===== config.mk =====
export PLATFORM = sky130hd
export DESIGN_NAME = move_input_conditioner
export DESIGN_NICKNAME = d
export VERILOG_FILES = /design/src/rtl/game_pkg.sv /design/src/rtl/debounce_onepulse.sv /design/src/rtl/move_input_conditioner.sv
export SDC_FILE = /design/constraint.sdc
export NUM_CORES = 1
export LEC_CHECK = 0
export BUFFER_PORTS_ARGS = -buffer_cell sky130_fd_sc_hd__buf_2
export CAP_MARGIN = 15
export CELL_PAD_IN_SITES_DETAIL_PLACEMENT = 1
export CELL_PAD_IN_SITES_GLOBAL_PLACEMENT = 1
export CORE_MARGIN = 1.5
export CORE_UTILIZATION = 38
export DETAILED_ROUTE_END_ITERATION = 8
export PLACE_DENSITY_LB_ADDON = 0.1
export SKIP_LAST_GASP = 1
export SYNTH_ARGS = -nofsm -noshare
export SYNTH_HDL_FRONTEND = slang
export SYNTH_SLANG_ARGS = --single-unit

===== constraint.sdc =====
create_clock -name clk -period 1.8 [get_ports clk]
set_clock_uncertainty 0.1 [all_clocks]
set_input_delay 0.18 -clock clk [delete_from_list [all_inputs] [get_ports clk]]
set_output_delay 0.18 -clock clk [all_outputs]
set_load 0.05 [all_outputs]

===== src/rtl/game_pkg.sv =====
`timescale 1ns/1ps
`default_nettype none
// +--------------------------------------------------------------------------+
// | game_pkg: shared constants and button FSM state encoding                 |
// | Rev 1.0                                                                  |
// +--------------------------------------------------------------------------+
package game_pkg;

  localparam int GRID_SQUARES = 9;
  localparam int POS_IDX_W    = 4;

  typedef enum logic [1:0] {
    IDLE      = 2'b00,
    ARMING    = 2'b01,
    HELD      = 2'b10,
    RELEASING = 2'b11
  } btn_state_t;

endpackage
`default_nettype wire


===== src/rtl/debounce_onepulse.sv =====
`timescale 1ns/1ps
`default_nettype none
// +--------------------------------------------------------------------------+
// | debounce_onepulse: synchronizer + debounce FSM, one press_ok per press   |
// | Rev 1.0                                                                  |
// +--------------------------------------------------------------------------+
module debounce_onepulse
  import game_pkg::*;
#(
  parameter int DEBOUNCE_CYCLES = 16,
  parameter int SYNC_STAGES     = 2
) (
  input  logic clk,
  input  logic reset,
  input  logic i_din,
  output logic o_db,
  output logic o_press_ok
);

  localparam int CNT_W = $clog2(DEBOUNCE_CYCLES);
  localparam logic [CNT_W-1:0] CNT_MAX = CNT_W'(DEBOUNCE_CYCLES - 1);
  localparam logic [CNT_W-1:0] CNT_ONE = CNT_W'(1);

  logic [SYNC_STAGES-1:0] r_sync;
  logic [CNT_W-1:0]       r_cnt;
  btn_state_t             r_state;
  logic                   w_s;

  assign w_s = r_sync[SYNC_STAGES-1];

  always_ff @(posedge clk) begin
    if (reset) r_sync <= '0;
    else       r_sync <= {r_sync[SYNC_STAGES-2:0], i_din};
  end

  // Transitions fire at CNT_MAX, so the counter saturates without wrapping.
  always_ff @(posedge clk) begin
    if (reset) begin
      r_state <= IDLE;
      r_cnt   <= '0;
    end else begin
      case (r_state)
        IDLE: begin
          if (w_s) begin
            r_state <= ARMING;
            r_cnt   <= CNT_ONE;
          end else begin
            r_cnt   <= '0;
          end
        end
        ARMING: begin
          if (!w_s) begin
            r_state <= IDLE;
            r_cnt   <= '0;
          end else if (r_cnt == CNT_MAX) begin
            r_state <= HELD;
            r_cnt   <= '0;
          end else begin
            r_cnt   <= r_cnt + CNT_ONE;
          end
        end
        HELD: begin
          if (!w_s) begin
            r_state <= RELEASING;
            r_cnt   <= CNT_ONE;
          end
        end
        RELEASING: begin
          if (w_s) begin
            r_state <= HELD;
            r_cnt   <= '0;
          end else if (r_cnt == CNT_MAX) begin
            r_state <= IDLE;
            r_cnt   <= '0;
          end else begin
            r_cnt   <= r_cnt + CNT_ONE;
          end
        end
        default: begin
          r_state <= IDLE;
          r_cnt   <= '0;
        end
      endcase
    end
  end

  assign o_db       = (r_state == HELD) || (r_state == RELEASING);
  assign o_press_ok = (r_state == ARMING) && w_s && (r_cnt == CNT_MAX);

endmodule
`default_nettype wire


===== src/rtl/move_input_conditioner.sv =====
`timescale 1ns/1ps
`default_nettype none
// +--------------------------------------------------------------------------+
// | move_input_conditioner: debounced X/O pulses and one-hot square select   |
// | Rev 1.0                                                                  |
// +--------------------------------------------------------------------------+
module move_input_conditioner
  import game_pkg::*;
#(
  parameter int DEBOUNCE_CYCLES = 16,
  parameter int SYNC_STAGES     = 2
) (
  input  logic                    clk,
  input  logic                    reset,
  input  logic                    btn_x_raw,
  input  logic                    btn_o_raw,
  input  logic [POS_IDX_W-1:0]    pos_sw_raw,
  output logic                    buttonX,
  output logic                    buttonO,
  output logic [GRID_SQUARES-1:0] sel_pos,
  output logic                    bad_sel
);

  logic [SYNC_STAGES-1:0][POS_IDX_W-1:0] r_sw_sync;
  logic [POS_IDX_W-1:0]    w_s_sw;
  logic                    w_press_x, w_press_o, w_db_x, w_db_o;
  logic                    w_any, w_valid;
  logic                    r_button_x, r_button_o, r_bad_sel;
  logic [GRID_SQUARES-1:0] r_sel_pos;

  debounce_onepulse #(
    .DEBOUNCE_CYCLES (DEBOUNCE_CYCLES),
    .SYNC_STAGES     (SYNC_STAGES)
  ) u_db_x (
    .clk        (clk),
    .reset      (reset),
    .i_din      (btn_x_raw),
    .o_db       (w_db_x),
    .o_press_ok (w_press_x)
  );

  debounce_onepulse #(
    .DEBOUNCE_CYCLES (DEBOUNCE_CYCLES),
    .SYNC_STAGES     (SYNC_STAGES)
  ) u_db_o (
    .clk        (clk),
    .reset      (reset),
    .i_din      (btn_o_raw),
    .o_db       (w_db_o),
    .o_press_ok (w_press_o)
  );

  always_ff @(posedge clk) begin
    if (reset) r_sw_sync <= '0;
    else       r_sw_sync <= {r_sw_sync[SYNC_STAGES-2:0], pos_sw_raw};
  end

  assign w_s_sw  = r_sw_sync[SYNC_STAGES-1];
  assign w_any   = w_press_x | w_press_o;
  assign w_valid = (w_s_sw <= POS_IDX_W'(GRID_SQUARES - 1));

  // The index is sampled only on an accepted press; simultaneous X/O loads once.
  always_ff @(posedge clk) begin
    if (reset) begin
      r_button_x <= 1'b0;
      r_button_o <= 1'b0;
      r_bad_sel  <= 1'b0;
      r_sel_pos  <= '0;
    end else begin
      r_button_x <= w_press_x & w_valid;
      r_button_o <= w_press_o & w_valid;
      r_bad_sel  <= w_any & ~w_valid;
      if (w_any && w_valid)
        r_sel_pos <= GRID_SQUARES'(1) << w_s_sw;
    end
  end

  assign buttonX = r_button_x;
  assign buttonO = r_button_o;
  assign bad_sel = r_bad_sel;
  assign sel_pos = r_sel_pos;

endmodule
`default_nettype wire


==> summary.json, run 1 <==
{
  "outcome": {"value": "completed"},
  "final_layout_size_suffix_gt1_frac": {"value": 0.219},
  "syn_area_per_cell": {"value": 9.29, "unit": "sq um"},
  "yosys_warnings": {"value": 0},
  "hold_path_class": {"value": "in -> reg"},
  "hold_path_startpoint": {"value": "reset"},
  "place.port_buffers": {"value": 19},
  "synthDistinctLibCells": {"value": 31},
  "final_common_cell": {"value": "dfxtp_1"},
  "clock_latency": {"value": 0.29, "unit": "ns"},
  "synthMuxAreaShare": {"value": 0.0142},
  "crit_path_top_delay_cell": {"value": "or4_1"},
  "layout_min_cycle_time": {"value": 1.70, "unit": "ns"},
  "num_io_pins": {"value": 20},
  "r2r-start": {"value": "u_db_x.r_cnt[0]"},
  "initial_antenna_violation_count": {"value": 0},
  "wl_per_cell": {"value": 12.8, "unit": "um"},
  "pin_count_of_the_biggest_net_entering_global_routing": {"value": 37},
  "route.final.wire_length": {"value": 2920, "unit": "um"},
  "setup.worst_path.class": {"value": "reg -> reg"},
  "gpl.final_weighted_congestion": {"value": 0.777},
  "global_route.overflow_total": {"value": 0},
  "fin_crit_sh": {"value": 0.943},
  "top_signal_layer_used": {"value": "met4"},
  "n_antenna_cell": {"value": 0},
  "static_leakage": {"value": 0.702, "unit": "nW"},
  "critPathArrivalTime": {"value": 1.82, "unit": "ns"},
  "clkTransAtPathRegs": {"value": 0.07, "unit": "ns"},
  "post-route-drc-count": {"value": 0},
  "mostFrequentLayoutCells": {"value": "dfxtp_1, buf_2, nor2b_1"},
  "detailroute.wirelength.met3": {"value": 117, "unit": "um"},
  "setup_tns": {"value": 0, "unit": "ns"},
  "synth_xor_xnor_area_share": {"value": 0.0310},
  "vdd_ir_drop_max": {"value": 0.422, "unit": "mV"},
  "total_design_power": {"value": 0.00146, "unit": "W"},
  "critical_path_required": {"value": 1.92, "unit": "ns"},
  "instances_no_fill": {"value": 229},
  "syn-instance-count": {"value": 152},
  "dieArea": {"value": 4090, "unit": "sq um"},
  "complex_gate_fraction_of_the_synthesized_area": {"value": 0.135},
  "worst_r2r_path_depth": {"value": 5},
  "core_footprint": {"value": 3440, "unit": "sq um"},
  "tritoncts": {"value": "done"},
  "critical-path-max-stage-delay": {"value": 0.47, "unit": "ns"},
  "path_depth": {"value": 5},
  "fp-row-count": {"value": 21},
  "finalSetupViolCount": {"value": 0},
  "reg2reg_setup_slack": {"value": 0.10, "unit": "ns"},
  "final.hold.worst_slack": {"value": 0.133, "unit": "ns"},
  "mappedNetlistNets": {"value": 162},
  "yosys.area_share.adder": {"value": 0.0177},
  "die_w": {"value": 63.9, "unit": "um"},
  "m1WireLength": {"value": 1350, "unit": "um"},
  "synth.ff_latch_count": {"value": 36},
  "reg2reg_to": {"value": "sel_pos[6]"},
  "syn-cell-area": {"value": 1410, "unit": "sq um"},
  "critPathCaptureType": {"value": "flop"},
  "via_count": {"value": 1138},
  "fp.dieH": {"value": 63.9, "unit": "um"},
  "cellPowerDensity": {"value": 840, "unit": "nW/um^2"},
  "drt_iter0_markers": {"value": 50},
  "synth_sequential_area_ratio": {"value": 0.511},
  "nets": {"value": 192},
  "syn2layout_area_growth": {"value": 23.0, "unit": "%"},
  "max_freq": {"value": 0.589, "unit": "GHz"},
  "place.detailed.instances": {"value": 215},
  "synth_top_family_by_area": {"value": "simple AND/OR/NAND/NOR gates"},
  "drt_first_pass_iters": {"value": 2},
  "max_slew_margin": {"value": 0.706},
  "number_of_hold_violations_in_the_final_report": {"value": 0},
  "critical_path.n_buffers_inverters": {"value": 0},
  "clock_path_buffers": {"value": 2},
  "antenna_violating_nets_post_route": {"value": 0},
  "cts_root_buf": {"value": "clkbuf_8"},
  "tightest_slew": {"value": 0.440, "unit": "ns"},
  "global_route.usage.total": {"value": 0.161},
  "post-dp-hpwl": {"value": 2090, "unit": "um"},
  "floorplan.initialDensity": {"value": 0.410},
  "start_kind": {"value": "flop"},
  "rsz0062_at_grt": {"value": "false"},
  "first_pass_grt_wire_length": {"value": 5090, "unit": "um"},
  "final_util": {"value": 0.505},
  "tritoncts_num_sinks": {"value": 36},
  "cp_max_fo": {"value": 4},
  "vias_per_cell": {"value": 4.97},
  "worst_hold_path.endpoint": {"value": "sel_pos[1]"},
  "first_global_vias": {"value": 1115},
  "holdPathStages": {"value": 4},
  "timing.max_cap.violations": {"value": 0},
  "htree_num_levels": {"value": 2},
  "cts_buffers": {"value": 5},
  "cpLargestDelayFamily": {"value": "simple AND/OR/NAND/NOR gates"},
  "dr_wl_met2": {"value": 1410, "unit": "um"},
  "synth_simple_gate_area_share": {"value": 0.264},
  "report.final.slew_viol_count": {"value": 0},
  "crit_path_cell_trace": {"value": "ha_1 -> and4_1 -> a22oi_2 -> or4_1 -> a21oi_1"}
}
==> worst max-delay path by stage <==
stage / endpoint / start / slack [ns]
CTS: sel_pos[5] / u_db_o.r_cnt[0] / 0.01
finish: sel_pos[6] / u_db_x.r_cnt[0] / 0.10
detailed placement: sel_pos[5] / u_db_o.r_cnt[0] / 0.05
global route: sel_pos[6] / u_db_x.r_cnt[0] / 0.03
global placement: sel_pos[6] / u_db_o.r_cnt[0] / 0.13
floorplan: sel_pos[6] / u_db_o.r_cnt[0] / 0.11
==> cells in the mapped netlist <==
cell	number	area (sq um)
buf_1	1	3.75
a22oi_1	3	22.5
nor3b_1	4	30.0
a2111oi_0	2	17.5
nand3_1	4	20.0
and4_1	2	17.5
xor2_1	5	43.8
buf_2	1	5.00
nor2_1	15	56.3
nand2b_1	1	6.26
or4_1	1	7.51
nand2_1	9	33.8
a21oi_1	8	40.0
a22oi_2	1	12.5
nor3_1	6	30.0
nor4b_1	1	8.76
and2_1	2	12.5
and2b_1	2	15.0
nand3b_1	3	22.5
dfxtp_1	36	721
ha_1	2	25.0
a21o_1	1	7.51
buf_4	2	15.0
mux2i_1	2	20.0
nor2b_1	17	106
a22o_1	1	8.76
clkbuf_1	4	15.0
nor4_1	1	6.26
o21ai_0	13	65.1
o2111ai_1	1	8.76
a21boi_0	1	7.51
==> power breakdown <==
part	switching (W)	total [W]	internal, W
combinational	0.0000278	0.0000593	0.0000315
sequential	0.0000133	0.000824	0.000811
clock	0.000302	0.000575	0.000274
==> kinds of logic (layout without fill, tap and decap cells) <==
| kind of cell | Yosys count | count (layout) |
|---|---|---|
| XOR/XNOR | 5 | 5 |
| AO/OA/AOI/OAI | 31 | 31 |
| multiplexers | 2 | 2 |
| flip-flops | 36 | 36 |
| adder cells (fa/ha/maj) | 2 | 2 |
| buffers and inverters | 8 | 39 |
| AND/OR/NAND/NOR | 68 | 68 |
==> tightest hold or removal path, cell delays in order <==
cell,delay (ns)
buf_2,0.10
nor3b_1,0.08
nand2_1,0.07
o21ai_1,0.05
==> repair_timing <==
| action | 4_1_cts | 5_1_grt |
|---|---|---|
| gates resized for setup | 0 | 8 |
| hold endpoints to repair | 5 | 1 |
| buffers inserted | 0 | 0 |
| hold buffers | 5 | 1 |
| setup endpoints to repair | 0 | 8 |
==> flip-flops by register name, indices dropped and copies added, names as in the netlist, named ones only <==
register and flops:
bad_sel 1, buttonO 1, buttonX 1, r_sw_sync 4
sel_pos 9, u_db_o.r_cnt 4, u_db_o.r_state 1, u_db_o.r_sync 2
u_db_x.r_cnt 4, u_db_x.r_state 1, u_db_x.r_sync 2, w_s_sw 4
==> final cells by class <==
type | instances | area, sq um
clock buffer | 5 | 68.8
tap | 46 | 57.6
sequential | 36 | 723
fill | 414 | 1710
clock inverter | 3 | 23.8
multi-input combinational | 108 | 663
timing repair buffer | 31 | 200
==> metrics by stage <==
| step | worst slack (ns) | area (sq um) |
|---|---|---|
| detailed placement | 0.0543 | 1570 |
| global placement | 0.134 | 1570 |
| finish | 0.102 | 1740 |
| global route | 0.0306 | 1740 |
| floorplan | 0.114 | 1410 |
| CTS | 0.00992 | 1710 |
==> metal layers <==
metal	vias to the layer above	global-route usage
li1	587	-
met1	527	0.197
met2	19	0.262
met3	5	0.0546
met4	0	0.0598
met5	-	0
Power figures use the tool's default switching activity.
==> inputs of run 2 (changes only) <==
--- a/config.mk
+++ b/config.mk
@@ -5,13 +5,14 @@
 export SDC_FILE = /design/constraint.sdc
 export NUM_CORES = 1
 export LEC_CHECK = 0
-export BUFFER_PORTS_ARGS = -buffer_cell sky130_fd_sc_hd__buf_2
 export CAP_MARGIN = 15
 export CELL_PAD_IN_SITES_DETAIL_PLACEMENT = 1
 export CELL_PAD_IN_SITES_GLOBAL_PLACEMENT = 1
 export CORE_MARGIN = 1.5
-export CORE_UTILIZATION = 38
+export CORE_UTILIZATION = 41
+export CTS_BUF_LIST = sky130_fd_sc_hd__clkbuf_8 sky130_fd_sc_hd__clkbuf_16
 export DETAILED_ROUTE_END_ITERATION = 8
+export DONT_BUFFER_PORTS = 1
 export PLACE_DENSITY_LB_ADDON = 0.1
 export SKIP_LAST_GASP = 1
 export SYNTH_ARGS = -nofsm -noshare
==> summary.json, run 2 (synthesized netlist as in run 1, its figures left out) <==
{
  "fin_crit_sh": {"value": 0.948, "change": "+0.00451"},
  "timing.max_cap.violations": {"value": 0, "change": "unchanged"},
  "intPower": {"value": 0.00111, "unit": "W", "change": "-0.17%"},
  "pin_count_of_the_biggest_net_entering_global_routing": {"value": 36, "change": "-2.7%"},
  "antenna_violating_nets_post_route": {"value": 0, "change": "unchanged"},
  "n_antenna_cell": {"value": 0, "change": "unchanged"},
  "layout_min_cycle_time": {"value": 1.71, "unit": "ns", "change": "+0.00811 ns"},
  "final_critical_path_setup_slack": {"value": 0.0943, "unit": "ns", "change": "-0.00811 ns"},
  "mostFrequentLayoutCells": {"value": "dfxtp_1, nor2b_1, nor2_1"},
  "clock_latency": {"value": 0.29, "unit": "ns", "change": "about the same"},
  "critical_path_required": {"value": 1.93, "unit": "ns", "change": "about the same"},
  "first_pass_grt_wire_length": {"value": 4570, "unit": "um", "change": "-10%"},
  "final_layout_size_suffix_gt1_frac": {"value": 0.164, "change": "-0.0548"},
  "final_common_cell": {"value": "dfxtp_1"},
  "finalSetupViolCount": {"value": 0, "change": "unchanged"},
  "report.final.slew_viol_count": {"value": 0, "change": "unchanged"},
  "fp-row-count": {"value": 21, "change": "unchanged"},
  "number_of_setup_buffers_added_after_cts": {"value": 0, "change": "unchanged"},
  "grt_busiest_layer": {"value": "met2"},
  "max_freq": {"value": 0.586, "unit": "GHz", "change": "-0.48%"},
  "tritoncts_num_sinks": {"value": 36, "change": "unchanged"},
  "cp_max_fo": {"value": 4, "change": "unchanged"},
  "num_io_pins": {"value": 20, "change": "unchanged"},
  "static_leakage": {"value": 0.645, "unit": "nW", "change": "-8.1%"},
  "final_design_area_no_fill": {"value": 1710, "unit": "sq um", "change": "-1.7%"},
  "tightest_slew": {"value": 0.541, "unit": "ns", "change": "+0.102 ns"},
  "p_clk_frac": {"value": 0.396, "change": "+0.002"},
  "proportion_of_power_drawn_by_flip_flops_and_latches": {"value": 0.565, "change": "about the same"},
  "outcome": {"value": "completed"},
  "final.hold.worst_slack": {"value": 0.0191, "unit": "ns", "change": "-0.114 ns"},
  "grt_util_met3": {"value": 0.0504, "change": "-0.00416"},
  "global_route.usage.met2": {"value": 0.268, "change": "+0.00595"},
  "postPlaceCellArea": {"value": 1510, "unit": "sq um", "change": "-3.7%"},
  "drt_first_pass_iters": {"value": 4, "change": "+2"},
  "vias_per_cell": {"value": 5.08, "change": "+2.2%"},
  "syn2layout_area_growth": {"value": 21.0, "unit": "%"},
  "critPathArrivalTime": {"value": 1.83, "unit": "ns", "change": "about the same"},
  "final_util": {"value": 0.516, "change": "+0.0113"},
  "via_count": {"value": 1102, "change": "-3.2%"},
  "initial_antenna_violation_count": {"value": 0, "change": "unchanged"},
  "setup.worst_path.class": {"value": "reg -> reg"},
  "cts_root_buf": {"value": "clkbuf_8"},
  "cellPowerDensity": {"value": 854, "unit": "nW/um^2", "change": "+1.7%"},
  "hold_path_class": {"value": "in -> reg"},
  "cts_buffers": {"value": 5, "change": "unchanged"},
  "htree_num_levels": {"value": 2, "change": "unchanged"},
  "core_footprint": {"value": 3310, "unit": "sq um", "change": "-3.8%"},
  "max_slew_margin": {"value": 0.636, "change": "-0.0700"},
  "global_route.usage.total": {"value": 0.169, "change": "+0.00776"},
  "start_kind": {"value": "flop"},
  "drt_iter0_markers": {"value": 53, "change": "+6.0%"},
  "route.final.wire_length": {"value": 2880, "unit": "um", "change": "-1.5%"},
  "number_of_hold_violations_in_the_final_report": {"value": 0, "change": "unchanged"},
  "first_global_vias": {"value": 999, "change": "-10%"},
  "swShare": {"value": 0.236, "change": "+0.00114"},
  "grtUsageMet1": {"value": 0.207, "change": "+0.0107"},
  "gpl.final_weighted_congestion": {"value": 0.739, "change": "-4.9%"},
  "floorplan.initialDensity": {"value": 0.426, "change": "+0.0163"},
  "post-place-ws": {"value": 0.0461, "unit": "ns", "change": "-0.00827 ns"},
  "die_w": {"value": 61.7, "unit": "um", "change": "-3.6%"},
  "largest_register_ffs": {"value": 9, "change": "unchanged"},
  "critPathCaptureType": {"value": "flop"},
  "fp.dieH": {"value": 61.7, "unit": "um", "change": "-3.6%"},
  "clkTransAtPathRegs": {"value": 0.08, "unit": "ns", "change": "about the same"},
  "vdd_ir_drop_max": {"value": 0.535, "unit": "mV", "change": "+27%"},
  "tritoncts": {"value": "done"},
  "place.port_buffers": {"value": 0, "change": "-19"},
  "clock_path_buffers": {"value": 2, "change": "unchanged"},
  "nets": {"value": 180, "change": "-6.3%"},
  "comb_power_share": {"value": 0.039, "change": "-0.002"},
  "power.switching": {"value": 0.000344, "unit": "W", "change": "+0.46%"},
  "global_route.overflow_total": {"value": 0, "change": "unchanged"},
  "wl_per_cell": {"value": 13.3, "unit": "um", "change": "+3.9%"},
  "post-route-drc-count": {"value": 0, "change": "unchanged"},
  "post-dp-hpwl": {"value": 1870, "unit": "um", "change": "-10%"},
  "dieArea": {"value": 3800, "unit": "sq um", "change": "-7.0%"}
}
run 2: cell types whose count changed in the layout (fill, tap and decap cells not counted), sizes merged:
cell         previous run  this run
dlygate4sd3             6         7
buf                    25        12
run 2: critical path, stage by stage, from the launching register on:
cell     delay (ns)
dfxtp_2        0.37
ha_2           0.21
and4_1         0.26
a22oi_2        0.09
or4_1          0.47
a21oi_1        0.14
run 2: layout make-up:
cell class | instances | area [sq um]
Fill cell | 401 | 1600
Sequential cell | 36 | 724
Multi-Input combinational cell | 108 | 661
Timing Repair Buffer | 19 | 173
Clock buffer | 5 | 68.8
Tap cell | 46 | 57.6
Clock inverter | 3 | 23.8
run 2: per-stage QoR:
| step | cells | setup TNS, ns | total power (W) |
|---|---|---|---|
| 4_1_cts | 217 | 0 | 0.00148 |
| 6_report | 217 | 0 | 0.00146 |
| 3_3_place_gp | 201 | 0 | 0.000868 |
| 5_1_grt | 217 | -0.00781 | 0.00152 |
| 3_5_place_dp | 201 | 0 | 0.000869 |
| 2_1_floorplan | 152 | 0 | 0.000872 |
run 2: final timing paths:
kind | from | endpoint | slack [ns] | cells past startpoint
setup / recovery | u_db_o.r_cnt[1] | sel_pos[6] | 0.09 | 5
hold / removal | reset | sel_pos[1] | 0.02 | 3
setup reg to reg | u_db_o.r_cnt[1] | sel_pos[6] | 0.09 | 5
hold reg to reg | u_db_o.r_sync[0] | u_db_o.r_sync[1] | 0.35 | 1
run 2: per-layer routing:
layer | part of all wire | wire length [um]
met5 | 0 | 0
met4 | 0.021 | 60
met3 | 0.033 | 96
met2 | 0.46 | 1310
met1 | 0.49 | 1410
run 2: power by group through the flow:
stage,combinational (W),clock [W],sequential (W)
final,0.0000564,0.000578,0.000824
after global routing,0.0000624,0.000634,0.000826
after CTS,0.0000551,0.000598,0.000824
after detailed placement,0.0000272,0,0.000842
after global placement,0.0000262,0,0.000841
after floorplan,0.0000338,0,0.000838
run 2: timing repair:
action / 4_1_cts / 5_1_grt
hold buffers: 8 / 0
setup endpoints to repair: 0 / 7
resized for setup: 0 / 7
endpoints found under the hold margin: 35 / 0
